--- config.mk ---
export PLATFORM = sky130hd
export DESIGN_NAME = dr4_word_decoder
export DESIGN_NICKNAME = d
export VERILOG_FILES = /design/src/rtl/dr4_pkg.sv /design/src/rtl/dr4_sym_decode.sv /design/src/rtl/dr4_word_decoder.sv
export SDC_FILE = /design/constraint.sdc
export NUM_CORES = 1
export LEC_CHECK = 0
export CAP_MARGIN = 20
export CORE_AREA = 2 2 71 73
export DETAILED_ROUTE_END_ITERATION = 6
export DIE_AREA = 0 0 73 75
export HOLD_SLACK_MARGIN = 0.05
export PLACE_DENSITY = 0.81
export SYNTH_ARGS = -nofsm -noshare
export SYNTH_HDL_FRONTEND = slang
export SYNTH_SLANG_ARGS = --single-unit
--- constraint.sdc ---
create_clock -name clk -period 2.95 [get_ports clk]
set_input_delay 0.59 -clock clk [delete_from_list [all_inputs] [get_ports clk]]
set_output_delay 0.59 -clock clk [all_outputs]
set_load 0.02 [all_outputs]
--- src/rtl/dr4_pkg.sv ---
// Shared definitions for the dual-rail (DR4) symbol encoder/decoder pair.
package dr4_pkg;

  localparam int unsigned SYM_W = 2;

  // Symbol codes as {b1,b0}
  localparam logic [SYM_W-1:0] SYM_0 = 2'b00;
  localparam logic [SYM_W-1:0] SYM_1 = 2'b01;
  localparam logic [SYM_W-1:0] SYM_X = 2'b10;
  localparam logic [SYM_W-1:0] SYM_Z = 2'b11;

  typedef enum logic {
    COLLECT = 1'b0,
    HOLD    = 1'b1
  } dr4_state_t;

endpackage

--- src/rtl/dr4_sym_decode.sv ---
// Combinational decode of one {b1,b0} symbol into a logic value plus X/Z flags.
module dr4_sym_decode
  import dr4_pkg::*;
(
  input  logic b1,
  input  logic b0,
  output logic val,
  output logic is_x,
  output logic is_z
);

  logic [SYM_W-1:0] sym;

  always_comb begin
    sym  = {b1, b0};
    val  = (sym == SYM_1);
    is_x = (sym == SYM_X);
    is_z = (sym == SYM_Z);
  end

endmodule

--- src/rtl/dr4_word_decoder.sv ---
// Packs accepted DR4 symbols LSB-first into a word with X/Z masks and hands it
// downstream over a valid/ready interface.
module dr4_word_decoder
  import dr4_pkg::*;
#(
  parameter int unsigned WIDTH = 8,
  parameter int unsigned CW    = $clog2(WIDTH + 1)
) (
  input  logic             clk,
  input  logic             rst_n,
  input  logic             s_valid,
  input  logic             s_b1,
  input  logic             s_b0,
  input  logic             s_last,
  output logic             s_ready,
  output logic             m_valid,
  input  logic             m_ready,
  output logic [WIDTH-1:0] m_data,
  output logic [WIDTH-1:0] m_xmask,
  output logic [WIDTH-1:0] m_zmask,
  output logic [CW-1:0]    m_count,
  output logic             m_unknown
);

  dr4_state_t       state;
  logic [CW-1:0]    cnt;
  logic [WIDTH-1:0] acc_data;
  logic [WIDTH-1:0] acc_x;
  logic [WIDTH-1:0] acc_z;

  logic             sym_val;
  logic             sym_x;
  logic             sym_z;
  logic             accept;
  logic             word_done;
  logic [WIDTH-1:0] pos;
  logic [WIDTH-1:0] nxt_data;
  logic [WIDTH-1:0] nxt_x;
  logic [WIDTH-1:0] nxt_z;

  dr4_sym_decode u_sym_decode (
    .b1   (s_b1),
    .b0   (s_b0),
    .val  (sym_val),
    .is_x (sym_x),
    .is_z (sym_z)
  );

  // Accumulators with the current symbol merged in at bit position cnt
  always_comb begin
    accept    = s_valid & s_ready;
    pos       = WIDTH'(1) << cnt;
    nxt_data  = acc_data | ({WIDTH{sym_val}} & pos);
    nxt_x     = acc_x    | ({WIDTH{sym_x}}   & pos);
    nxt_z     = acc_z    | ({WIDTH{sym_z}}   & pos);
    word_done = accept & (s_last | (cnt == CW'(WIDTH - 1)));
  end

  // s_ready comes up on the first clock after reset and tracks COLLECT thereafter
  always_ff @(posedge clk or negedge rst_n) begin
    if (!rst_n) begin
      state     <= COLLECT;
      cnt       <= '0;
      acc_data  <= '0;
      acc_x     <= '0;
      acc_z     <= '0;
      s_ready   <= 1'b0;
      m_valid   <= 1'b0;
      m_data    <= '0;
      m_xmask   <= '0;
      m_zmask   <= '0;
      m_count   <= '0;
      m_unknown <= 1'b0;
    end else if (state == COLLECT) begin
      s_ready <= 1'b1;
      if (word_done) begin
        m_data    <= nxt_data;
        m_xmask   <= nxt_x;
        m_zmask   <= nxt_z;
        m_count   <= cnt + CW'(1);
        m_unknown <= |(nxt_x | nxt_z);
        m_valid   <= 1'b1;
        s_ready   <= 1'b0;
        state     <= HOLD;
        cnt       <= '0;
        acc_data  <= '0;
        acc_x     <= '0;
        acc_z     <= '0;
      end else if (accept) begin
        acc_data <= nxt_data;
        acc_x    <= nxt_x;
        acc_z    <= nxt_z;
        cnt      <= cnt + CW'(1);
      end
    end else begin
      // HOLD: outputs frozen until the downstream handshake
      if (m_ready) begin
        m_valid  <= 1'b0;
        s_ready  <= 1'b1;
        state    <= COLLECT;
        cnt      <= '0;
        acc_data <= '0;
        acc_x    <= '0;
        acc_z    <= '0;
      end
    end
  end

endmodule

# Yosys cells after proc, flatten, opt, wreduce, memory -nomap -nowiden
# Index checks and enable logic that the tools add are counted.
[classes]
eq_ne = 5
muxes = 23
n_shift = 1
bitwise = 11
addsub = 1
reduce_logical = 6
[op_table]
columns = ["op", "count"]
rows = [
  ["2-to-1 mux 8 bit", 10],
  ["bitwise OR 8 bit", 4],
  ["bitwise AND 8 bit", 3],
  ["2-to-1 mux 4 bit", 4],
  ["2-to-1 mux 1 bit", 9],
  ["OR reduction 8 bit", 1],
  ["<< shifter 1 x 4 -> 8 bit, first input constant", 1],
  ["AND reduction 2 bit", 3],
  ["adder 4 x 1 -> 4 bit, second input constant", 1],
  ["== test 2 bit, second input constant", 2],
  ["== test 4 x 3 -> 1 bit, second input constant", 1],
  ["nonzero test 3 bit", 1],
  ["bitwise AND 1 bit", 2],
  ["== test 2 x 1 -> 1 bit, second input constant", 1],
  ["inequality test 2 bit, second input constant", 1],
  ["nonzero test 2 bit", 1],
  ["NOT 1 bit", 1],
  ["bitwise OR 1 bit", 1],
]
[totals]
regBits = 60
inputBits = 7

# Logic depth before layout (Yosys ltp)
[logic_depth]
word_depth = 6
depth_mapped = 7
ltp_nobuf = 7

# Modules after synthesis
# A second synthesis with hierarchy kept.
[unflattened]
hier_cells = 258
hier_area_um2 = 2622.5
[by_module_without_submodules]
columns = ["mod", "instances", "cells_per_inst", "seq_area_each_um2", "area_each_um2"]
rows = [
  ["dr4_word_decoder", 1, 255, 1501.4, 2600.0],
  ["dr4_sym_decode", 1, 3, 0.0, 22.5],
]

# Least setup slack after synthesis
# Ideal clock, no wire load.
[synth_path]
path_type = "input -> register"
from = "input s_b1"
to = "register m_unknown"
t_required_ns = 2.822
arrival_ns = 1.640
setup_time_ns = 0.128
path_stages = 6
slack_ns = 1.181
path_cell_list = "clkbuf_1 -> and3b_1 -> a31oi_1 -> nand4_1 -> nor4_1 -> a21oi_1"
[synth_via]
elab_chain_cells = 5
word_cells_on_any_way = 8
classes_between = "eq/ne (2); bitwise (5); reduce/logical (1)"
[synth_rtl]
columns = ["item", "line", "rtl"]
rows = [
  ["start, declared", "dr4_word_decoder.sv:12", "input logic s_b1,"],
  ["== test 2 bit, on equally long branches", "dr4_sym_decode.sv:17, dr4_sym_decode.sv:18", ""],
  ["bitwise AND 8 bit, on equally long branches", "dr4_word_decoder.sv:54, dr4_word_decoder.sv:55", ""],
  ["bitwise OR 8 bit, on equally long branches", "dr4_word_decoder.sv:54, dr4_word_decoder.sv:55", ""],
  ["bitwise OR 8 bit (*)", "dr4_word_decoder.sv:81", "m_unknown <= |(nxt_x | nxt_z);"],
  ["OR reduction 8 bit (*)", "dr4_word_decoder.sv:81", ""],
  ["end signal, assigned", "dr4_word_decoder.sv:81", ""],
  ["end, declared", "dr4_word_decoder.sv:22", "output logic m_unknown"],
]
# Every way passes the cells marked *; elsewhere a longest branch is shown, timed or not.
# A chain may end at the register's enable or synchronous reset.

# Worst setup path in the final report
# Ends and elaborated chain as after synthesis.

==> run_summary.xml <==
<?xml version="1.0" encoding="UTF-8"?>
<metrics>
  <group name="placed_design">
    <metric name="placed_cells_incl_taps" unit="">340</metric>
    <metric name="place.port_buffers" unit="">37</metric>
    <metric name="place.detailed.hpwl" unit="um">3800</metric>
    <metric name="place.gp.congestion" unit="">0.883</metric>
    <metric name="place_area" unit="sq um">2970</metric>
    <metric name="placement.setup.worst_slack" unit="ns">0.482</metric>
  </group>
  <group name="timing">
    <metric name="max_freq" unit="GHz">0.465</metric>
    <metric name="finalHoldViolations" unit="">0</metric>
    <metric name="maxSlewHeadroom" unit="%">56.9</metric>
    <metric name="min_period" unit="ns">2.15</metric>
    <metric name="setup_ws" unit="ns">0.801</metric>
    <metric name="worst-slew-pin-transition" unit="ns">0.644</metric>
    <metric name="setup_tns" unit="ns">0</metric>
    <metric name="grt_setup_unrepaired" unit="">no</metric>
    <metric name="report.final.setup_viol" unit="">0</metric>
    <metric name="slew_viol_final" unit="">0</metric>
    <metric name="finClkSkew" unit="ns">0.00557</metric>
    <metric name="final.period_utilization" unit="%">72.8</metric>
  </group>
  <group name="yosys">
    <metric name="post_synth_main_area_contributors" unit="">sky130_fd_sc_hd__dfrtp_1 (58%), sky130_fd_sc_hd__o21ai_0 (5.6%), sky130_fd_sc_hd__a21oi_1 (5.3%)</metric>
    <metric name="ys_async_sr_fraction" unit="%">100</metric>
    <metric name="synth_top_cell_by_area" unit="">sky130_fd_sc_hd__dfrtp_1</metric>
    <metric name="yosysSeqAreaShare" unit="%">58.3</metric>
    <metric name="net_count_of_the_mapped_netlist" unit="">272</metric>
    <metric name="netlist_area" unit="sq um">2570</metric>
    <metric name="netlist-cell-type-count" unit="">33</metric>
    <metric name="syn_avg_cell_area" unit="sq um">9.94</metric>
    <metric name="ys.warnings.count" unit="">0</metric>
    <metric name="synth_flop_cell" unit="">sky130_fd_sc_hd__dfrtp_1</metric>
    <metric name="synth-edff-count" unit="">0</metric>
    <metric name="synthesis.instances" unit="">259</metric>
    <metric name="synth.top_cell.area_share" unit="%">58.3</metric>
    <metric name="synth_seq_cells" unit="">60</metric>
  </group>
  <group name="outcome">
    <metric name="outcome" unit="">complete, no violations</metric>
  </group>
  <group name="worst_setup_path">
    <metric name="reg2reg_depth" unit="">5</metric>
    <metric name="critPathLaunchType" unit="">input pin</metric>
    <metric name="crit_required" unit="ns">3.21</metric>
    <metric name="critPathCaptureType" unit="">flop</metric>
    <metric name="arrival" unit="ns">2.41</metric>
    <metric name="worst_path_max_fanout" unit="">11</metric>
    <metric name="setup.worst_path.class" unit="">in2reg</metric>
  </group>
  <group name="grt">
    <metric name="use_met3" unit="%">4.28</metric>
    <metric name="grt_util_all_layers" unit="%">22.3</metric>
    <metric name="grt_start_max_net_pins" unit="">31</metric>
    <metric name="gr-usage-met1" unit="%">30.7</metric>
    <metric name="grt_use_met2" unit="%">33.7</metric>
    <metric name="grt_first_pass_wirelength" unit="um">9120</metric>
    <metric name="grt.overflow.total" unit="">0</metric>
    <metric name="grt_pass1_vias" unit="">1864</metric>
    <metric name="antenna_found_initial" unit="">0</metric>
    <metric name="grt-busiest-layer" unit="">met2</metric>
  </group>
  <group name="floorplanning">
    <metric name="start_util" unit="%">55.2</metric>
    <metric name="floorplan.die.height" unit="um">75</metric>
    <metric name="fp.dieW" unit="um">73</metric>
    <metric name="top_level_ports" unit="">38</metric>
    <metric name="core_area" unit="sq um">4660</metric>
    <metric name="overall_die_area" unit="sq um">5480</metric>
    <metric name="std_cell_rows" unit="">25</metric>
  </group>
  <group name="power_and_ir_drop">
    <metric name="powerDensity" unit="nW/um^2">680</metric>
    <metric name="leakage" unit="nW">1.42</metric>
    <metric name="ir_drop" unit="uV">431</metric>
  </group>
  <group name="route">
    <metric name="drcViolationCount" unit="">0</metric>
    <metric name="drt_pass1_iterations" unit="">4</metric>
    <metric name="final_antenna_net_count" unit="">0</metric>
    <metric name="routed_via_density" unit="">5.74</metric>
    <metric name="num_vias" unit="">2045</metric>
    <metric name="drt_first_iter_violations" unit="">182</metric>
    <metric name="routed_wire_length_per_instance" unit="um">15.6</metric>
    <metric name="routed_wirelength" unit="um">5550</metric>
  </group>
  <group name="clock_tree">
    <metric name="post_cts_resized" unit="">0</metric>
    <metric name="clock_sinks" unit="">60</metric>
    <metric name="worstSkewPairLatency" unit="ns">0.33</metric>
    <metric name="cts_htree_levels" unit="">3</metric>
    <metric name="tritoncts_clock_tree" unit="">done</metric>
    <metric name="post_cts_hold_buffer_count" unit="">0</metric>
    <metric name="numCtsBuffers" unit="">9</metric>
    <metric name="setup_buffers_after_cts" unit="">0</metric>
    <metric name="clock_tree.buffer_depth" unit="">2</metric>
    <metric name="clk_root_buffer_cell" unit="">sky130_fd_sc_hd__clkbuf_8</metric>
    <metric name="clk_transition_reported_paths" unit="ns">0.06</metric>
  </group>
  <group name="finish">
    <metric name="fillerInstances" unit="">362</metric>
    <metric name="multiInputGateArea" unit="sq um">978</metric>
    <metric name="register_area" unit="sq um">1500</metric>
    <metric name="post_layout_nonfiller_instances" unit="">356</metric>
    <metric name="antenna_cells" unit="">0</metric>
    <metric name="layout.cell_area.non_filler" unit="sq um">3190</metric>
    <metric name="area_growth" unit="%">23.8</metric>
    <metric name="drive_gt1_share" unit="%">8.28</metric>
    <metric name="layout.nets" unit="">310</metric>
  </group>
  <group name="job">
    <metric name="max_cap_viol_count" unit="">0</metric>
  </group>
  <group name="hold_path">
    <metric name="path_class_of_the_lowest_slack_min_delay_path" unit="">in2async</metric>
  </group>
</metrics>
-- cell families after synthesis --
kind of cell               share of synthesized area [%]
adders and majority gates                           2.92
AOI/OAI and AO/OA                                   19.0
DFF                                                 58.3
buffers and inverters                               3.65
and+or+nand+nor                                     15.3
xor gates and xnor gates                           0.340
muxes                                              0.437
-- state kept, by name, indices dropped and copies added (netlist names) --
register   flops
acc_data       8
acc_x          8
acc_z          8
cnt            4
m_count        4
m_data         8
m_unknown      1
m_valid        1
m_xmask        8
m_zmask        8
s_ready        1
state          1
-- layout make-up --
cell class | instances | area share [%]
timing repair buffer | 43 | 12.9
clock inverter | 5 | 2.36
multi-input combinational | 180 | 30.7
tap | 54 | 2.12
inverter | 3 | 0.353
sequential | 60 | 47.1
clock buffer | 11 | 4.44
-- synthesized netlist by cell type, types with 2 or more instances --
cell,number
sky130_fd_sc_hd__nand3_1,3
sky130_fd_sc_hd__inv_1,3
sky130_fd_sc_hd__nor3b_1,2
sky130_fd_sc_hd__nor2b_1,7
sky130_fd_sc_hd__nor4_1,2
sky130_fd_sc_hd__clkbuf_1,6
sky130_fd_sc_hd__o21ai_0,29
sky130_fd_sc_hd__buf_2,6
sky130_fd_sc_hd__nand2_1,35
sky130_fd_sc_hd__dfrtp_1,60
sky130_fd_sc_hd__nor2_1,29
sky130_fd_sc_hd__a21oi_1,27
sky130_fd_sc_hd__buf_4,2
sky130_fd_sc_hd__a31oi_1,20
sky130_fd_sc_hd__nand4_1,2
sky130_fd_sc_hd__and2_1,2
sky130_fd_sc_hd__ha_1,6
sky130_fd_sc_hd__a41oi_1,3
-- metrics by stage --
step	hold slack, ns	util [%]	total power [mW]
floorplan	0.294	-	1.19
global placement	0.461	63.7	1.36
detailed placement	0.467	63.7	1.37
CTS	0.115	68.3	2.18
global route	0.128	68.3	2.26
finish	0.124	68.3	2.17
-- per-layer routing --
layer | share of wire [%] | vias up
met3 | 5.1 | 10
li1 | - | 981
met5 | 0 | -
met1 | 46 | 994
met2 | 47 | 60
met4 | 2.0 | 0
-- worst paths after layout --
path / startpoint / end / slack (ns)
hold / removal: rst_n / m_xmask[7] / 0.12
setup / recovery: s_b1 / m_unknown / 0.80
setup reg to reg: cnt[2] / acc_data[2] / 0.84
min in group clk: m_data[6] / m_data[6] / 0.48
hold reg to reg: m_data[6] / m_data[6] / 0.48
max in group asynchronous: rst_n / acc_z[3] / 2.17
-- report_power, final --
group / total, mW / leakage, nW / internal (mW) / switching, mW
registers: 0.934 / 0.818 / 0.887 / 0.0467
logic: 0.423 / 0.485 / 0.171 / 0.252
clock network: 0.808 / 0.113 / 0.494 / 0.314
total: 2.17 / 1.42 / 1.55 / 0.613
-- cell usage in the layout, fill, tap and decap left out, types with 2 or more instances in the layout --
cell type	count
sky130_fd_sc_hd__nand2_1	35
sky130_fd_sc_hd__clkdlybuf4s50_1	36
sky130_fd_sc_hd__a21oi_1	27
sky130_fd_sc_hd__nor3b_1	2
sky130_fd_sc_hd__inv_1	3
sky130_fd_sc_hd__nand4_1	2
sky130_fd_sc_hd__nand3_1	3
sky130_fd_sc_hd__dfrtp_1	60
sky130_fd_sc_hd__and2_1	2
sky130_fd_sc_hd__bufinv_16	2
sky130_fd_sc_hd__o21ai_0	29
sky130_fd_sc_hd__clkinv_2	3
sky130_fd_sc_hd__nor2b_1	7
sky130_fd_sc_hd__nor4_1	2
sky130_fd_sc_hd__buf_4	6
sky130_fd_sc_hd__ha_1	6
sky130_fd_sc_hd__clkbuf_8	10
sky130_fd_sc_hd__a41oi_1	3
sky130_fd_sc_hd__nor2_1	29
sky130_fd_sc_hd__a31oi_1	20
-- worst max-delay path, cell delays in order --
cell,delay [ns]
sky130_fd_sc_hd__clkdlybuf4s50_1,0.70
sky130_fd_sc_hd__nor3b_1,0.57
sky130_fd_sc_hd__a31oi_1,0.21
sky130_fd_sc_hd__nand4_1,0.15
sky130_fd_sc_hd__nor4_1,0.06
sky130_fd_sc_hd__a21oi_1,0.13
No activity file was read; power rests on OpenSTA's default activity.
